[src/rtl/text_pkg.sv]
// rtl/text_pkg.sv - shared text-buffer geometry, pipeline side-band types and address packing
package text_pkg;

  localparam int TEXT_COLS         = 70;
  localparam int TEXT_ROWS         = 30;
  localparam int GLYPH_W           = 9;
  localparam int GLYPH_H           = 16;
  localparam int TEXT_AW           = 12;
  localparam int ROW_STRIDE        = 128;
  localparam int COL_W             = 7;
  localparam int ROW_W             = 5;
  localparam int PX_W              = 4;
  localparam int GR_W              = 4;
  localparam int RGB_W             = 24;
  localparam int BLINK_DIV_DEFAULT = 12500000;

  // Side-band carried from stage 0 into stage 1 (glyph row still needed for the font address)
  typedef struct packed {
    logic [PX_W-1:0]  px;
    logic [GR_W-1:0]  gr;
    logic             valid;
    logic             hs;
    logic             vs;
    logic [COL_W-1:0] col;
    logic [ROW_W-1:0] row;
  } s1_t;

  // Side-band carried from stage 1 into stage 2 (pixel select, cursor match, syncs)
  typedef struct packed {
    logic [PX_W-1:0]  px;
    logic             valid;
    logic             hs;
    logic             vs;
    logic [COL_W-1:0] col;
    logic [ROW_W-1:0] row;
  } s2_t;

  // Text RAM address: rows are ROW_STRIDE (128) cells apart, so the address is a plain concat
  function automatic logic [TEXT_AW-1:0] pack_addr(input logic [ROW_W-1:0] row,
                                                   input logic [COL_W-1:0] col);
    return {row, col};
  endfunction

endpackage

[src/rtl/vga_text_reader_if.sv]
// rtl/vga_text_reader_if.sv - read bus to the external text RAM and font ROM
interface vga_text_reader_if;
  import text_pkg::*;

  logic [TEXT_AW-1:0] char_addr;
  logic [7:0]         char_data;
  logic [TEXT_AW-1:0] font_addr;
  logic [GLYPH_W-1:0] font_data;

  modport master (output char_addr, output font_addr, input char_data, input font_data);
  modport slave  (input char_addr, input font_addr, output char_data, output font_data);

endinterface

[src/rtl/div9_u10.sv]
// rtl/div9_u10.sv - combinational divide of a 10-bit pixel x by the glyph width 9
module div9_u10
  import text_pkg::*;
(
  input  logic [9:0]       h_addr,
  output logic [COL_W-1:0] col,
  output logic [PX_W-1:0]  px
);

  logic [19:0] prod;
  logic [9:0]  rem;
  logic        unused_bits;

  // Reciprocal multiply: 911/8192 overestimates 1/9 by 7/73728, exact for every h below 1170
  always_comb begin
    prod = 20'(h_addr) * 20'd911;
    col  = prod[19:13];
    rem  = h_addr - (10'(col) * 10'(GLYPH_W));
    px   = rem[PX_W-1:0];
  end

  assign unused_bits = ^{prod[12:0], rem[9:PX_W]};

endmodule

[src/rtl/vga_text_reader.sv]
// rtl/vga_text_reader.sv - 3-stage text-mode pixel pipeline with blinking block cursor
module vga_text_reader #(
  parameter int          COLS      = text_pkg::TEXT_COLS,
  parameter int          ROWS      = text_pkg::TEXT_ROWS,
  parameter int          BLINK_DIV = text_pkg::BLINK_DIV_DEFAULT,
  parameter logic [23:0] FG_COLOR  = 24'hFFFFFF,
  parameter logic [23:0] BG_COLOR  = 24'h000000
) (
  input  logic               clk,
  input  logic               clrn,
  input  logic [9:0]         h_addr,
  input  logic [8:0]         v_addr,
  input  logic               valid_in,
  input  logic               hsync_in,
  input  logic               vsync_in,
  input  logic [6:0]         cur_col,
  input  logic [4:0]         cur_row,
  input  logic               cur_en,
  vga_text_reader_if.master  mem,
  output logic [23:0]        vga_data,
  output logic               hsync,
  output logic               vsync,
  output logic               valid
);
  import text_pkg::*;

  localparam int               BW       = (BLINK_DIV > 1) ? $clog2(BLINK_DIV) : 1;
  localparam logic [COL_W-1:0] COL_LAST = COL_W'(COLS - 1);
  localparam logic [COL_W-1:0] COL_END  = COL_W'(COLS);
  localparam logic [ROW_W-1:0] ROW_END  = ROW_W'(ROWS);
  // Syncs are active low, so their side-band resets to the inactive level
  localparam s1_t S1_RESET = '{px: '0, gr: '0, valid: 1'b0, hs: 1'b1, vs: 1'b1,
                               col: '0, row: '0};
  localparam s2_t S2_RESET = '{px: '0, valid: 1'b0, hs: 1'b1, vs: 1'b1, col: '0, row: '0};

  logic [COL_W-1:0] col0;
  logic [COL_W-1:0] col_sat;
  logic [PX_W-1:0]  px0;
  s1_t              s1_d, s1_q;
  s2_t              s2_d, s2_q;
  logic [BW-1:0]    blink_cnt_d, blink_cnt_q;
  logic             blink_d, blink_q;
  logic             glyph_bit;
  logic             cursor_hit;
  logic [23:0]      vga_data_d, vga_data_q;
  logic             hsync_d, hsync_q;
  logic             vsync_d, vsync_q;
  logic             valid_d, valid_q;

  div9_u10 u_div9 (
    .h_addr (h_addr),
    .col    (col0),
    .px     (px0)
  );

  // Stage 0: text RAM address; the right-margin cells reuse the last visible column
  always_comb begin
    col_sat       = (col0 >= COL_LAST) ? COL_LAST : col0;
    mem.char_addr = clrn ? pack_addr(v_addr[8:4], col_sat) : '0;
  end

  // Stage 0 side-band: keep the unsaturated column so stage 2 can spot the margin
  always_comb begin
    s1_d       = S1_RESET;
    s1_d.px    = px0;
    s1_d.gr    = v_addr[3:0];
    s1_d.valid = valid_in;
    s1_d.hs    = hsync_in;
    s1_d.vs    = vsync_in;
    s1_d.col   = col0;
    s1_d.row   = v_addr[8:4];
  end

  // Stage 1: font address from the character just returned by the text RAM
  always_comb begin
    mem.font_addr = clrn ? {mem.char_data, s1_q.gr} : '0;
    s2_d          = S2_RESET;
    s2_d.px       = s1_q.px;
    s2_d.valid    = s1_q.valid;
    s2_d.hs       = s1_q.hs;
    s2_d.vs       = s1_q.vs;
    s2_d.col      = s1_q.col;
    s2_d.row      = s1_q.row;
  end

  // Cursor blink: free-running half-period counter, phase flips on each wrap
  always_comb begin
    blink_cnt_d = blink_cnt_q + BW'(1);
    blink_d     = blink_q;
    if (blink_cnt_q == BW'(BLINK_DIV - 1)) begin
      blink_cnt_d = '0;
      blink_d     = ~blink_q;
    end
  end

  // Stage 2: pick the glyph bit, invert it under the cursor, blank outside the text area
  always_comb begin
    glyph_bit  = mem.font_data[s2_q.px];
    cursor_hit = cur_en & blink_q & (s2_q.col == cur_col) & (s2_q.row == cur_row);
    vga_data_d = BG_COLOR;
    if (!s2_q.valid) begin
      vga_data_d = '0;
    end else if ((s2_q.col >= COL_END) || (s2_q.row >= ROW_END)) begin
      vga_data_d = BG_COLOR;
    end else if (glyph_bit ^ cursor_hit) begin
      vga_data_d = FG_COLOR;
    end
    hsync_d = s2_q.hs;
    vsync_d = s2_q.vs;
    valid_d = s2_q.valid;
  end

  // Pipeline, blink and output registers
  always_ff @(posedge clk or negedge clrn) begin
    if (!clrn) begin
      s1_q        <= S1_RESET;
      s2_q        <= S2_RESET;
      blink_cnt_q <= '0;
      blink_q     <= 1'b0;
      vga_data_q  <= '0;
      hsync_q     <= 1'b1;
      vsync_q     <= 1'b1;
      valid_q     <= 1'b0;
    end else begin
      s1_q        <= s1_d;
      s2_q        <= s2_d;
      blink_cnt_q <= blink_cnt_d;
      blink_q     <= blink_d;
      vga_data_q  <= vga_data_d;
      hsync_q     <= hsync_d;
      vsync_q     <= vsync_d;
      valid_q     <= valid_d;
    end
  end

  assign vga_data = vga_data_q;
  assign hsync    = hsync_q;
  assign vsync    = vsync_q;
  assign valid    = valid_q;

endmodule

[src/flat_wrapper.sv]
// flat-port wrapper written by rule: the top's interface ports become plain ports
module vga_text_reader_flat import text_pkg::*;
#(
  parameter int          COLS      = text_pkg::TEXT_COLS,
  parameter int          ROWS      = text_pkg::TEXT_ROWS,
  parameter int          BLINK_DIV = text_pkg::BLINK_DIV_DEFAULT,
  parameter logic [23:0] FG_COLOR  = 24'hFFFFFF,
  parameter logic [23:0] BG_COLOR  = 24'h000000
)
  (clk, clrn, h_addr, v_addr, valid_in, hsync_in, vsync_in, cur_col, cur_row, cur_en, vga_data, hsync, vsync, valid, mem_char_addr, mem_font_addr, mem_char_data, mem_font_data);
  vga_text_reader_if mem_i ();
  input  logic clk;
  input  logic clrn;
  input  logic [9:0] h_addr;
  input  logic [8:0] v_addr;
  input  logic valid_in;
  input  logic hsync_in;
  input  logic vsync_in;
  input  logic [6:0] cur_col;
  input  logic [4:0] cur_row;
  input  logic cur_en;
  output logic [23:0] vga_data;
  output logic hsync;
  output logic vsync;
  output logic valid;
  output wire logic [$bits(mem_i.char_addr)-1:0] mem_char_addr;
  output wire logic [$bits(mem_i.font_addr)-1:0] mem_font_addr;
  input wire logic [$bits(mem_i.char_data)-1:0] mem_char_data;
  input wire logic [$bits(mem_i.font_data)-1:0] mem_font_data;
  assign mem_char_addr = mem_i.char_addr;
  assign mem_font_addr = mem_i.font_addr;
  assign mem_i.char_data = mem_char_data;
  assign mem_i.font_data = mem_font_data;
  vga_text_reader #(.COLS(COLS), .ROWS(ROWS), .BLINK_DIV(BLINK_DIV), .FG_COLOR(FG_COLOR), .BG_COLOR(BG_COLOR)) u_core (.clk(clk), .clrn(clrn), .h_addr(h_addr), .v_addr(v_addr), .valid_in(valid_in), .hsync_in(hsync_in), .vsync_in(vsync_in), .cur_col(cur_col), .cur_row(cur_row), .cur_en(cur_en), .mem(mem_i), .vga_data(vga_data), .hsync(hsync), .vsync(vsync), .valid(valid));
endmodule
[config.mk]
export PLATFORM = sky130hd
export DESIGN_NAME = vga_text_reader_flat
export DESIGN_NICKNAME = d
export VERILOG_FILES = /design/src/rtl/text_pkg.sv /design/src/rtl/vga_text_reader_if.sv /design/src/rtl/div9_u10.sv /design/src/rtl/vga_text_reader.sv /design/src/flat_wrapper.sv
export SDC_FILE = /design/constraint.sdc
export NUM_CORES = 1
export LEC_CHECK = 0
export CAP_MARGIN = 5
export CORE_ASPECT_RATIO = 1.4
export CORE_MARGIN = 5
export CORE_UTILIZATION = 53
export CTS_CLUSTER_SIZE = 10
export DETAILED_ROUTE_END_ITERATION = 10
export MAX_ROUTING_LAYER = met4
export PLACE_DENSITY = 0.93
export SLEW_MARGIN = 20
export SYNTH_ARGS = -nofsm -noshare
export SYNTH_HDL_FRONTEND = slang
export SYNTH_SLANG_ARGS = --single-unit
[constraint.sdc]
create_clock -name clk -period 20.4 [get_ports clk]
set_input_delay 5.1 -clock clk [delete_from_list [all_inputs] [get_ports clk]]
set_output_delay 5.1 -clock clk [all_outputs]
set_load 0.05 [all_outputs]
==> impl_results.md <==
* Die height at 125 um
* CTS Buf Count at 9
* Synth Register Bits at 71
* Finished Layout Cells at 667
* Setup TNS at 0 ns
* Post-synth cell types at between 50 and 60
* Setup-failing EPs final at 0
* Design Area, Final at 6300 um2
* First-pass GRT wire length at about 18 mm
* Post-Syn Area at 5010 um2
* Number of global-route vias before repair at 3864
* Dpl cell area at 6010 um2
* H-Tree Depth at 3
* # resized after CTS at 0
* P_sw at between 0.4 and 0.5 mW
* Worst Path Max Fanout at 5
* Yosys top cell area share at about 32%
* Final hold vios at 0
* Hold path endpoint: u_core.s2_q[8]
* WL/cell at 16.7 um
* Total Wirelength at roughly 11 mm
* Critical Setup Path Class: in2out
* Die width at a little over 90 um
* Buffers on Ports at approximately 100
* Largest family of logic cells by synthesized area: adder cells
* Comb pwr share at around two thirds
* Total clock sinks at 71
* Dpl ws at 4.34 ns
* Boundary pin count at 105
* Cell count after synthesis at approximately 460
* Core Area at between 9000 and 10000 um2
* CTS tree: done
* Tot Pwr at 0.989 mW
* Largest net degree at the start of global routing at 64
* CP endpoint kind: primary output
* Post-synthesis mux area share at ~1.3%
* CP Launch Type: primary input
* Number of synthesized flops with an enable pin at 0
* Hpwl dp at 9.25 mm
* Clk network pwr share at around 15%
* Worst Hold Class: reg2reg
* Post-synth net total at between 600 and 700
* Status: finished, final reports clean
* Final worst-path cycle share at roughly 79%
* Via count at between 3000 and 4000
* # rows at 42
* Max Cap Viol at 0
* CTS root buf: clkbuf_16
* Leak at roughly 3 nW
* DRC Markers at 0
* CP required at around 15 ns
* Yosys warning total at 0
* Final net count at slightly below 700
* DR pass1 iterations at 4
* Crit. Startpoint: h_addr[2]
* Worst Skew at roughly 0.0033 ns
* Ant diodes at 0
* Async SR Flop Fraction at 100%
* XOR/XNOR Fraction of Synth Area at 8.89%
* Cell Int Power at approximately 0.53 mW
* Insertion delay to the later sink of the worst-skew pair at 0.32 ns
* Adder-cell share of the synthesized area at roughly a quarter
* Placed cells at about 650
* Hold Crit Start: u_core.s1_q[8]
* Largest buffer count on any clock path at 2
* Utilization after layout at between 60 and 70%
* Sequential share of the synthesized area at between 30 and 40%
* Sw frac at between 40% and 50%
* Hold path cells at 0
* Fill cells at between 600 and 700
* Minimum clock period at approximately 16 ns
* Top cells by area, synth: dfrtp_1 32%, ha_1 16%, fa_1 9.6%
* Reg2Reg Setup Slack at between 15 and 20 ns
* PnR worst setup slack at around 4.3 ns
* R2R depth at 8
* Layout area overhead at 25.8%
* Reg clk slew, reported paths at around 0.05 ns
* Initial antenna violation count at 0
* Hold slack final at 0.350 ns
* Vias per inst at 5.40
* Die ar. at 11500 um2
* Rel. slew slack at a little under three fifths
* Worst Max-Slew Pin Slew at between 0.6 and 0.7 ns
* Layout cells sized above 1 at a little over 9%
* Area share of and/or/nand/nor cells after synthesis at 13.0%
* Main synth FF type: dfrtp_1
* Crit path DAT at approximately 11 ns
* Final Max Slew Viols at 0
* RSZ-0062 raised after global routing: no
* RR Startpoint: u_core.blink_cnt_q[0]
* GRT Total Usage at between 20% and 30%
* ANT nets after route at 0
* Critical R2R Capture: u_core.blink_cnt_q[20]
* Synth Area in Compound Gates at under 10%
* Mean Syn Cell Area at around 11 um2
* Post-cts hold buffer count at 0
* Initial Util at between 50% and 60%
* Global route total overflow at 0
* Placer Congestion at just under 1
* Maximum VDD drop at around 0.000075 V
* First-iteration detailed-routing DRC count at between 150 and 200
* Seq pwr share at 19.2%
* Top cell type by total area after synthesis: dfrtp_1
* Pwr dens at 157 nW/um2
* Setup bufs post-CTS at 0
* Fmax at between 60 and 70 MHz
layout by cell type (no fill, tap or decap), types with 4 or more instances in the layout:
| cell | n |
|---|---|
| dfstp_2 | 6 |
| ha_1 | 63 |
| and2_1 | 19 |
| clkdlybuf4s50_1 | 103 |
| nand2_1 | 18 |
| nor2_1 | 28 |
| xor2_1 | 13 |
| dfrtp_1 | 65 |
| o21ai_2 | 4 |
| fa_1 | 24 |
| nand4_1 | 5 |
| a21oi_1 | 6 |
| inv_1 | 54 |
| xnor2_1 | 36 |
| a211oi_1 | 4 |
| and3_1 | 8 |
| nor3_1 | 4 |
| clkbuf_16 | 9 |
| nand3_1 | 17 |
| o21ai_0 | 6 |
flip-flops by register name, summed over array words and instances, names as in the netlist:
register,cells
u_core.valid,1
u_core.blink_cnt_q,24
u_core.vsync,1
u_core.s1_q,23
u_core.hsync,1
u_core.hsync_d,1
u_core.vsync_d,1
u_core.vga_data,1
u_core.blink_q,1
u_core.s2_q,16
u_core.valid_d,1
synth_stat cells (8+ instances only):
library cell / n
xnor2_1: 36
ha_1: 63
nand3_1: 17
and2_1: 19
and3_1: 8
nand2_1: 18
buf_4: 23
inv_1: 54
dfrtp_1: 65
xor2_1: 13
fa_1: 24
nor2_1: 28
per-layer routing:
layer	global-route usage (%)	vias to the layer above	wire, um
met5	-	-	0
met4	9.19	0	374
met1	20.2	1771	3930
met3	4.27	29	535
li1	-	1701	-
met2	38.4	102	6320
worst max-delay path, cell delays in order:
cell and delay (ns):
clkdlybuf4s50_1 0.62, inv_1 0.20, fa_1 0.52, inv_1 0.05
ha_1 0.31, ha_1 0.31, fa_1 0.50, inv_1 0.06
fa_1 0.50, inv_1 0.04, ha_1 0.34, a21o_2 0.26
a2111o_1 0.42, o2111ai_2 0.13, a21oi_2 0.09, or3_4 0.44
clkinv_4 0.08, o21ai_2 0.05, a21oi_1 0.15, clkdlybuf4s50_1 0.82
cells by family after synthesis:
logic type,after synthesis
AOI/OAI and AO/OA,47
muxes,4
xor gates and xnor gates,50
adders and majority gates,87
buffers and inverters,82
DFF,71
and+or+nand+nor,121
worst max-delay path by stage:
stage                     slack (ns)                to
after detailed placement        4.34  mem_char_addr[0]
final                           4.34  mem_char_addr[0]
after global placement          4.40  mem_char_addr[0]
after global routing            4.06  mem_char_addr[1]
after CTS                       4.31  mem_char_addr[0]
after floorplan                 5.50  mem_char_addr[0]
power by group through the flow:
stage          sequential [mW]  combinational (mW)  clock, mW
6_report                 0.190               0.650      0.149
3_3_place_gp             0.191               0.627          0
5_1_grt                  0.194               0.705      0.158
2_1_floorplan            0.190               0.491          0
4_1_cts                  0.190               0.651      0.152
3_5_place_dp             0.193               0.646          0
layout make-up:
cell class	count	area, um2	area share (%)
multi-input combinational	309	2820	44.8
sequential	71	1780	28.3
timing repair buffer	106	1050	16.7
clock buffer	12	246	3.91
inverter	55	211	3.36
tap	110	138	2.19
clock inverter	4	45.0	0.715
Note: power is estimated with default switching activity, not from simulation.
